$ cat config.mk
export PLATFORM = sky130hd
export DESIGN_NAME = bridge_tx
export DESIGN_NICKNAME = d
export VERILOG_FILES = /design/src/rtl/bridge_pkg.sv /design/src/rtl/bridge_tx_byte_sel.sv /design/src/rtl/bridge_tx.sv
export SDC_FILE = /design/constraint.sdc
export NUM_CORES = 1
export LEC_CHECK = 0
export BUFFER_PORTS_ARGS = -buffer_cell sky130_fd_sc_hd__buf_2
export CORE_AREA = 2 2 115 89
export DETAILED_ROUTE_END_ITERATION = 8
export DIE_AREA = 0 0 117 91
export HOLD_SLACK_MARGIN = 0.1
export PLACE_DENSITY = 0.47
export SYNTH_ARGS = -nofsm -noshare
export SYNTH_HDL_FRONTEND = slang
export SYNTH_SLANG_ARGS = --single-unit
$ cat constraint.sdc
create_clock -name clk -period 4.8 [get_ports clk]
set_input_delay 1.44 -clock clk [delete_from_list [all_inputs] [get_ports clk]]
set_output_delay 1.44 -clock clk [all_outputs]
set_load 0.005 [all_outputs]
$ cat src/rtl/bridge_pkg.sv
// ---------------------------------------------------------------------------
// bridge_pkg
// Shared definitions for the bridge_tx response path.
//   CHAR_*        ASCII bytes used to frame response lines
//   state_e       sequencing states of the transmit FSM
//   hex_to_ascii  one nibble -> uppercase ASCII hex digit
// ---------------------------------------------------------------------------
package bridge_pkg;

    localparam logic [7:0] CHAR_M  = 8'h4D;
    localparam logic [7:0] CHAR_W  = 8'h57;
    localparam logic [7:0] CHAR_CR = 8'h0D;
    localparam logic [7:0] CHAR_LF = 8'h0A;

    typedef enum logic {
        IDLE = 1'b0,
        SEND = 1'b1
    } state_e;

    // 0-9 map onto 0x30.., A-F onto 0x41.. (0x37 + 10 = 0x41).
    function automatic logic [7:0] hex_to_ascii(input logic [3:0] nib);
        if (nib < 4'd10) begin
            return 8'h30 + {4'h0, nib};
        end
        return 8'h37 + {4'h0, nib};
    endfunction

endpackage

$ cat src/rtl/bridge_tx_byte_sel.sv
// ---------------------------------------------------------------------------
// bridge_tx_byte_sel
// Combinational byte selector for one response line.
// Read line : 'M', N hex digits MSB first, CR, LF (N = DATA_WIDTH/4).
// Ack line  : 'W', CR, LF (only when BRIDGE_TX_WRITE_ACK_EN is defined).
// Ports:
//   i_data  active data word
//   i_idx   byte index within the line
//   i_kind  1 = write ack, 0 = read response (BRIDGE_TX_WRITE_ACK_EN only)
//   o_byte  selected ASCII byte (0 for out-of-range index)
// ---------------------------------------------------------------------------
module bridge_tx_byte_sel
    import bridge_pkg::*;
#(
    parameter int DATA_WIDTH = 16,
    parameter int IDX_W      = 3
) (
    input  logic [DATA_WIDTH-1:0] i_data,
    input  logic [IDX_W-1:0]      i_idx,
`ifdef BRIDGE_TX_WRITE_ACK_EN
    input  logic                  i_kind,
`endif
    output logic [7:0]            o_byte
);

    localparam int N = DATA_WIDTH / 4;

    logic [7:0] w_digit [N];

    // w_digit[0] is the most significant nibble, sent first.
    generate
        for (genvar gi = 0; gi < N; gi++) begin : g_digit
            assign w_digit[gi] = hex_to_ascii(i_data[DATA_WIDTH-1-4*gi -: 4]);
        end
    endgenerate

    always_comb begin
        o_byte = 8'h00;
        if (i_idx == '0) begin
            o_byte = CHAR_M;
        end
        for (int k = 0; k < N; k++) begin
            if (i_idx == IDX_W'(k + 1)) begin
                o_byte = w_digit[k];
            end
        end
        if (i_idx == IDX_W'(N + 1)) begin
            o_byte = CHAR_CR;
        end
        if (i_idx == IDX_W'(N + 2)) begin
            o_byte = CHAR_LF;
        end
`ifdef BRIDGE_TX_WRITE_ACK_EN
        if (i_kind) begin
            case (i_idx)
                IDX_W'(0): o_byte = CHAR_W;
                IDX_W'(1): o_byte = CHAR_CR;
                IDX_W'(2): o_byte = CHAR_LF;
                default:   o_byte = 8'h00;
            endcase
        end
`endif
    end

endmodule

$ cat src/rtl/bridge_tx.sv
// ---------------------------------------------------------------------------
// bridge_tx
// Tail of the memory-core chain: each completed read becomes an ASCII hex
// line "M<hex>\r\n" streamed to a UART transmitter. The chain cannot be
// stalled, so one pending entry absorbs a burst; a response arriving while
// the pending entry is occupied is dropped and overflow_o latches.
// Optional macro BRIDGE_TX_WRITE_ACK_EN: writes produce "W\r\n" through the
// same active/pending path.
// Ports:
//   clk, rst             clock, asynchronous active-high reset
//   addr_i, wdata_i      bus address / write data (not used in responses)
//   rdata_i, rw_i        read data, 1 = write / 0 = read
//   valid_i              single-cycle transaction strobe
//   uart_data_o          byte to transmitter (0 when not valid)
//   uart_valid_o         byte valid; handshake with uart_ready_i
//   busy_o               line in progress or pending (registered)
//   overflow_o           sticky response-dropped flag
// ---------------------------------------------------------------------------
module bridge_tx
    import bridge_pkg::*;
#(
    parameter int DATA_WIDTH = 16,
    parameter int ADDR_WIDTH = 16
) (
    input  logic                  clk,
    input  logic                  rst,
    input  logic [ADDR_WIDTH-1:0] addr_i,
    input  logic [DATA_WIDTH-1:0] wdata_i,
    input  logic [DATA_WIDTH-1:0] rdata_i,
    input  logic                  rw_i,
    input  logic                  valid_i,
    output logic [7:0]            uart_data_o,
    output logic                  uart_valid_o,
    input  logic                  uart_ready_i,
    output logic                  busy_o,
    output logic                  overflow_o
);

    localparam int N     = DATA_WIDTH / 4;
    localparam int L_RD  = N + 3;
    localparam int IDX_W = $clog2(L_RD);
    localparam logic [IDX_W-1:0] LAST_RD = IDX_W'(L_RD - 1);

    state_e                r_state,      w_state_next;
    logic [IDX_W-1:0]      r_idx,        w_idx_next;
    logic [DATA_WIDTH-1:0] r_act_data,   w_act_data_next;
    logic                  r_pend_valid, w_pend_valid_next;
    logic [DATA_WIDTH-1:0] r_pend_data,  w_pend_data_next;
    logic                  r_overflow,   w_overflow_next;
    logic                  r_busy;

    logic                  w_cap;
    logic                  w_valid;
    logic                  w_hs;
    logic                  w_last;
    logic [7:0]            w_byte;
    logic                  w_unused_bus;

    // Address and write data never appear in a response line.
    assign w_unused_bus = ^{addr_i, wdata_i};

`ifdef BRIDGE_TX_WRITE_ACK_EN
    localparam logic [IDX_W-1:0] LAST_ACK = IDX_W'(2);
    logic r_act_kind,  w_act_kind_next;
    logic r_pend_kind, w_pend_kind_next;

    assign w_cap  = valid_i;
    assign w_last = (r_idx == (r_act_kind ? LAST_ACK : LAST_RD));
`else
    assign w_cap  = valid_i && !rw_i;
    assign w_last = (r_idx == LAST_RD);
`endif

    assign w_valid = (r_state == SEND);
    assign w_hs    = w_valid && uart_ready_i;

    always_comb begin
        w_state_next      = r_state;
        w_idx_next        = r_idx;
        w_act_data_next   = r_act_data;
        w_pend_valid_next = r_pend_valid;
        w_pend_data_next  = r_pend_data;
        w_overflow_next   = r_overflow;
`ifdef BRIDGE_TX_WRITE_ACK_EN
        w_act_kind_next   = r_act_kind;
        w_pend_kind_next  = r_pend_kind;
`endif
        case (r_state)
            IDLE: begin
                // Pending is always empty here, so a capture goes straight to active.
                if (w_cap) begin
                    w_state_next    = SEND;
                    w_idx_next      = '0;
                    w_act_data_next = rdata_i;
`ifdef BRIDGE_TX_WRITE_ACK_EN
                    w_act_kind_next = rw_i;
`endif
                end
            end
            SEND: begin
                if (w_hs && w_last) begin
                    w_idx_next = '0;
                    if (r_pend_valid) begin
                        // Pending becomes active; a same-edge capture refills
                        // pending, so nothing is lost on this edge.
                        w_act_data_next   = r_pend_data;
                        w_pend_valid_next = w_cap;
                        if (w_cap) begin
                            w_pend_data_next = rdata_i;
                        end
`ifdef BRIDGE_TX_WRITE_ACK_EN
                        w_act_kind_next = r_pend_kind;
                        if (w_cap) begin
                            w_pend_kind_next = rw_i;
                        end
`endif
                    end else if (w_cap) begin
                        w_act_data_next = rdata_i;
`ifdef BRIDGE_TX_WRITE_ACK_EN
                        w_act_kind_next = rw_i;
`endif
                    end else begin
                        w_state_next = IDLE;
                    end
                end else begin
                    if (w_hs) begin
                        w_idx_next = r_idx + IDX_W'(1);
                    end
                    if (w_cap) begin
                        if (!r_pend_valid) begin
                            w_pend_valid_next = 1'b1;
                            w_pend_data_next  = rdata_i;
`ifdef BRIDGE_TX_WRITE_ACK_EN
                            w_pend_kind_next  = rw_i;
`endif
                        end else begin
                            w_overflow_next = 1'b1;
                        end
                    end
                end
            end
            default: begin
                w_state_next = IDLE;
            end
        endcase
    end

    always_ff @(posedge clk or posedge rst) begin
        if (rst) begin
            r_state      <= IDLE;
            r_idx        <= '0;
            r_act_data   <= '0;
            r_pend_valid <= 1'b0;
            r_pend_data  <= '0;
            r_overflow   <= 1'b0;
            r_busy       <= 1'b0;
`ifdef BRIDGE_TX_WRITE_ACK_EN
            r_act_kind   <= 1'b0;
            r_pend_kind  <= 1'b0;
`endif
        end else begin
            r_state      <= w_state_next;
            r_idx        <= w_idx_next;
            r_act_data   <= w_act_data_next;
            r_pend_valid <= w_pend_valid_next;
            r_pend_data  <= w_pend_data_next;
            r_overflow   <= w_overflow_next;
            r_busy       <= (w_state_next == SEND) || w_pend_valid_next;
`ifdef BRIDGE_TX_WRITE_ACK_EN
            r_act_kind   <= w_act_kind_next;
            r_pend_kind  <= w_pend_kind_next;
`endif
        end
    end

    bridge_tx_byte_sel #(
        .DATA_WIDTH (DATA_WIDTH),
        .IDX_W      (IDX_W)
    ) u_byte_sel (
        .i_data (r_act_data),
        .i_idx  (r_idx),
`ifdef BRIDGE_TX_WRITE_ACK_EN
        .i_kind (r_act_kind),
`endif
        .o_byte (w_byte)
    );

    // Data is forced to 0 outside a message so reset/idle outputs are all 0.
    assign uart_data_o  = w_valid ? w_byte : 8'h00;
    assign uart_valid_o = w_valid;
    assign busy_o       = r_busy;
    assign overflow_o   = r_overflow;

endmodule

; ---- Word-level counts from Yosys, hierarchy flattened
; Cells that the tools add are included.
[word_totals]
reg_bits = 39
output_inout_bits = 11
[op_classes]
n_reduce_logical = 9
n_bitwise = 2
n_eq_ne = 11
n_mux = 41
order_cmp = 4
addsub = 9
[op_table]
columns = cell, n
row1 = 16-bit 2-to-1 mux, 8
row2 = 8-bit 2-to-1 mux, 15
row3 = 6-bit by 4-bit adder with 7-bit output (first input constant), 8
row4 = 16-bit one-hot mux with 2 select lines, 1
row5 = 4-bit < comparator (second input constant), 4
row6 = 1-bit 2-to-1 mux, 11
row7 = 3-bit == test (second input constant), 3
row8 = 3-bit 2-to-1 mux, 3
row9 = 4-bit AND reduction, 2
row10 = 7-bit 2-to-1 mux, 1
row11 = 3-bit by 2-bit == test with 1-bit output (second input constant), 2
row12 = 3-bit one-hot mux with 2 select lines, 1
row13 = 2-bit by 1-bit inequality test with 1-bit output (second input constant), 2
row14 = 2-bit inequality test (second input constant), 2
row15 = 3-bit by 1-bit adder with 3-bit output (second input constant), 1
row16 = 3-bit by 1-bit == test with 1-bit output (second input constant), 1
row17 = 1-bit logical AND, 3
row18 = 3-bit logical NOT, 1
row19 = 3-bit by 1-bit inequality test with 1-bit output (second input constant), 1
row20 = 1-bit NOT, 2
row21 = 1-bit one-hot mux with 2 select lines, 1
row22 = 2-bit AND reduction, 1
row23 = 1-bit logical NOT, 1
row24 = 1-bit logical OR, 1

; ---- Logic depth before layout (Yosys ltp)
[logic_depth]
depth_word = 10
ltp_mapped = 8
depth_no_buf = 7

; ---- Modules after synthesis
; From an unflattened synthesis, not the netlist that was laid out.
[hier_totals]
hier_cells = 251
hier_area_um2 = 2478.6
[modules_own_cells]
columns = module, n_inst, area_per_inst_um2, cells_each
row1 = bridge_tx, 1, 1880.6, 156
row2 = bridge_tx_byte_sel, 1, 598.1, 95

; ---- Worst setup path after synthesis
; Ideal clock, no wire load.
[synth_timing]
kind = register to output
startpoint = register r_idx[2]
endpoint = output uart_data_o[6]
n_path_buf = 2
t_required_ns = 3.360
t_arrival_ns = 1.640
stages_incl_launch_ff = 8
path_slack_ns = 1.720
cell_sequence = dfrtp_1 -> buf_2 -> inv_1 -> ha_1 -> clkbuf_1 -> inv_1 -> or2_2 -> a31oi_1
[synth_between]
elab_chain_len = 9
word_cells_on_any_way = 15
classes_between = eq/ne (6) / mux (8) / reduce/logical (1)
[synth_lines]
columns = item, line
row1 = start: declaration, bridge_tx.sv:45  ; logic [IDX_W-1:0] r_idx, w_idx_next;
row2 = start signal: assignment, bridge_tx.sv:163  ; r_idx <= w_idx_next;
row3 = 3-bit logical NOT, bridge_tx_byte_sel.sv:39  ; if (i_idx == '0) begin
row4 = 7-bit 2-to-1 mux, bridge_tx_byte_sel.sv:39
row5 = 8-bit 2-to-1 mux (4 in a row), bridge_tx_byte_sel.sv:43  ; if (i_idx == IDX_W'(k + 1)) begin
row6 = 8-bit 2-to-1 mux, bridge_tx_byte_sel.sv:47  ; if (i_idx == IDX_W'(N + 1)) begin
row7 = 8-bit 2-to-1 mux *, bridge_tx_byte_sel.sv:50  ; if (i_idx == IDX_W'(N + 2)) begin
row8 = 8-bit 2-to-1 mux *, bridge_tx.sv:189  ; assign uart_data_o = w_valid ? w_byte : 8'h00;
row9 = end: declaration, bridge_tx.sv:32  ; output logic [7:0] uart_data_o,
; Mark *: on every way between the ends. The rest lies on a longest branch, timed or not.

; ---- Final worst setup path
[layout_timing]
startpoint = register r_idx[2]
endpoint = output uart_data_o[0]
; The elaborated chain is that of the path after synthesis.

==> reports/summary.txt <==
TritonCTS Buffers: 5
GRT Util Overall: 11.2%
max-cap violations: 0
flops & latches, synth: 39
initial antenna violation count: 0
fin nets: 343
Horiz. Die Dim: 117 µm
area share of the largest cell type after synthesis: 41.7%
ranking of synthesized cells by area: dfrtp_1 (42%), a21oi_1 (6.6%), mux2_4 (6.4%), ha_1 (4.8%), o22ai_1 (4.3%)
Max stage delay on crit path: 600 ps
VDD IR-drop max: 0.237 mV
Pint: 1.14 mW
Clock Pin Slew Worst Setup and Hold Paths: 60 ps
Post-synth EDFFs: 0
Net Sw Power: 749 µW
Remaining Overflow, GRT: 0
Pleak: 1.20 nW
Routed Antenna Nets: 0
Placeable Area: 0.00950 mm²
CP Max Fanout: 13
Max Freq: 262 MHz
Sink Count: 39
Placer Congestion: 0.863
Seq pwr share: 33.8%
Clk pwr share: 19.6%
n_diodes: 0
CP required: 3360 ps
Setup TNS: 0 ps
Max clock buf depth: 2
Tightest Hold Check Type: reg -> reg
total wire length after detailed routing: 5720 µm
Setup Skew: 3.06 ps
pre-CTS setup slack: 1310 ps
layout cell share with drive strength beyond 1: 21.0%
Synth Area in Compound Gates: 22.3%
TritonCTS clock tree: yes
switch share: 39.7%
cell taking the most area after synthesis: dfrtp_1
Post-Syn Instances: 255
combinational share of power: 46.6%
critical path's most frequent cell: a31oi_1
Syn. warnings: 0
mux share of post-synthesis cell area: 9.72%
Synth Area in Simple Gates: 14.3%
hold_ws: 462 ps
dpl cells: 406
sequential-to-total area share from yosys stat: 41.7%
Final Max Slew Viols: 0
Synth Area in XOR/XNOR: 1.87%
Hold-fix buffers, CTS: 0
critical path launch point type: flop
HPWL after detailed placement: 4100 µm
wire per inst: 13.9 µm
worst path cell trace: inv_1 -> ha_1 -> a31oi_1 -> o221ai_1 -> a31oi_1 -> nor2_1 -> buf_2
Initial DRC Count: 103
worst slew pin tran: 977 ps
worst path arrival time: 2380 ps
Avg Cell Area, Syn: 9.19 µm²
Layout area overhead: 17.8%
post-synthesis adder-cell area fraction: 4.81%
# rows: 31
unrepaired setup endpoints after global routing: no
setup repair bufs after CTS: 0
Die Span Y: 91 µm
worst setup path class: reg -> out
Critical Path End Type: output port
syn_nets: 317
final hold violations: 0
cell with the most instances after synthesis: dfrtp_1
Die ar.: 0.0106 mm²
dominant synthesized flop cell: dfrtp_1
Final Util: 29.0%
count of cell types in the netlist: 45
final setup fails: 0
clock root cell: clkbuf_16
fin crit share: 79.6%
synth cell count leaders: dfrtp_1 (39), a21oi_1 (31), nor2_1 (25), nand2_1 (24), o22ai_1 (16)
post-CTS sizing: 0
Non-Filler Instances: 413
Worst Slack Setup Final: 981 ps
Slowest cell on crit path: dfrtp_1
main combinational cell family by area after synthesis: compound AO/OA/AOI/OAI gates
Max-slew headroom: 34.9%
Initial Utilization: 24.6%
Post-Synthesis Cell Area: 0.00234 mm²
Via-to-Cell Ratio: 4.66
largest net degree at the start of global routing: 40
Final min period: 3820 ps
I/O Pins: 64
Port-buffer cells: 30
first-pass GRT wire length: 9580 µm
CTS H-tree lvls: 2
status: finished clean
iteration count of the initial detailed-routing pass: 4
Power Density: 683 mW/mm²
Clock Latency Late Sink: 280 ps
vias in the first global route: 1813
DRC errors left: 0
fraction of registers with async set/reset: 100%
Vias: 1924
per-layer routing:
metal | share of wire, % | GRT usage (%) | wire length [µm]
met4 | 0.58 | 2.35 | 33
met1 | 56 | 18.4 | 3190
met5 | 0 | 0 | 0
met2 | 40 | 14.6 | 2270
met3 | 4.0 | 2.34 | 228
flip-flops by register name, indices dropped and copies added, names as in the netlist:
register / cells
r_idx: 3
r_pend_data: 16
overflow_o: 1
r_act_data: 16
busy_o: 1
r_pend_valid: 1
uart_valid_o: 1
layout by cell type (no fill, tap or decap), types with 4 or more instances in the layout:
master     instances
inv_1             14
dfrtp_1           39
clkbuf_16          5
nor2b_1            5
a31oi_1            5
xnor2_1            4
mux2_4            10
buf_2             30
o21ai_0           15
o22ai_1           16
nor2_1            25
nand2_1           24
ha_1               9
mux2_2             6
a21oi_1           31
kinds of logic after synthesis:
group,after synthesis
muxes,17
other,1
and+or+nand+nor,72
DFF,39
xor gates and xnor gates,5
AOI/OAI and AO/OA,86
buffers and inverters,26
adders and majority gates,9
path summary, 6_finish.rpt:
check | from | cells past startpoint | slack, ps | end
setup / recovery | r_idx[2] | 7 | 980 | uart_data_o[0]
hold / removal | overflow_o | 1 | 460 | overflow_o
setup reg to reg | r_idx[0] | 6 | 2150 | r_pend_data[0]
hold reg to reg | overflow_o | 1 | 460 | overflow_o
max in group asynchronous | rst | 3 | 3160 | busy_o
min in group asynchronous | rst | 3 | 1280 | r_pend_data[3]
power by group through the flow:
stage          logic [mW]  registers (mW)  clock network (mW)
3_3_place_gp        0.867           0.631                   0
6_report            0.878           0.636               0.370
5_1_grt             0.997           0.663               0.397
3_5_place_dp        0.875           0.639                   0
4_1_cts             0.883           0.634               0.383
2_1_floorplan       0.666           0.586                   0
final cells by class:
cell class                      instances  area [µm²]
Clock buffer                            5         125
Clock inverter                          2        37.5
Fill cell                            1003        6740
Inverter                               14        52.6
Multi-Input combinational cell        190        1240
Sequential cell                        39         976
Tap cell                              132         165
Timing Repair Buffer                   31         158
metrics by stage:
stage	power, mW	cell area [µm²]
after CTS	1.90	2760
final	1.88	2760
after detailed placement	1.51	2600
after floorplan	1.25	2340
after global placement	1.50	2600
after global routing	2.06	2760
worst max-delay path, delay by kind of cell (launching register included):
family,cells,cell delay (ps)
AND/OR/NAND/NOR,1,80
buffers and inverters,2,320
adder cells (fa/ha/maj),1,390
AO/OA/AOI/OAI,3,710
flip-flops,1,600
No activity file was read; power rests on OpenSTA's default activity.
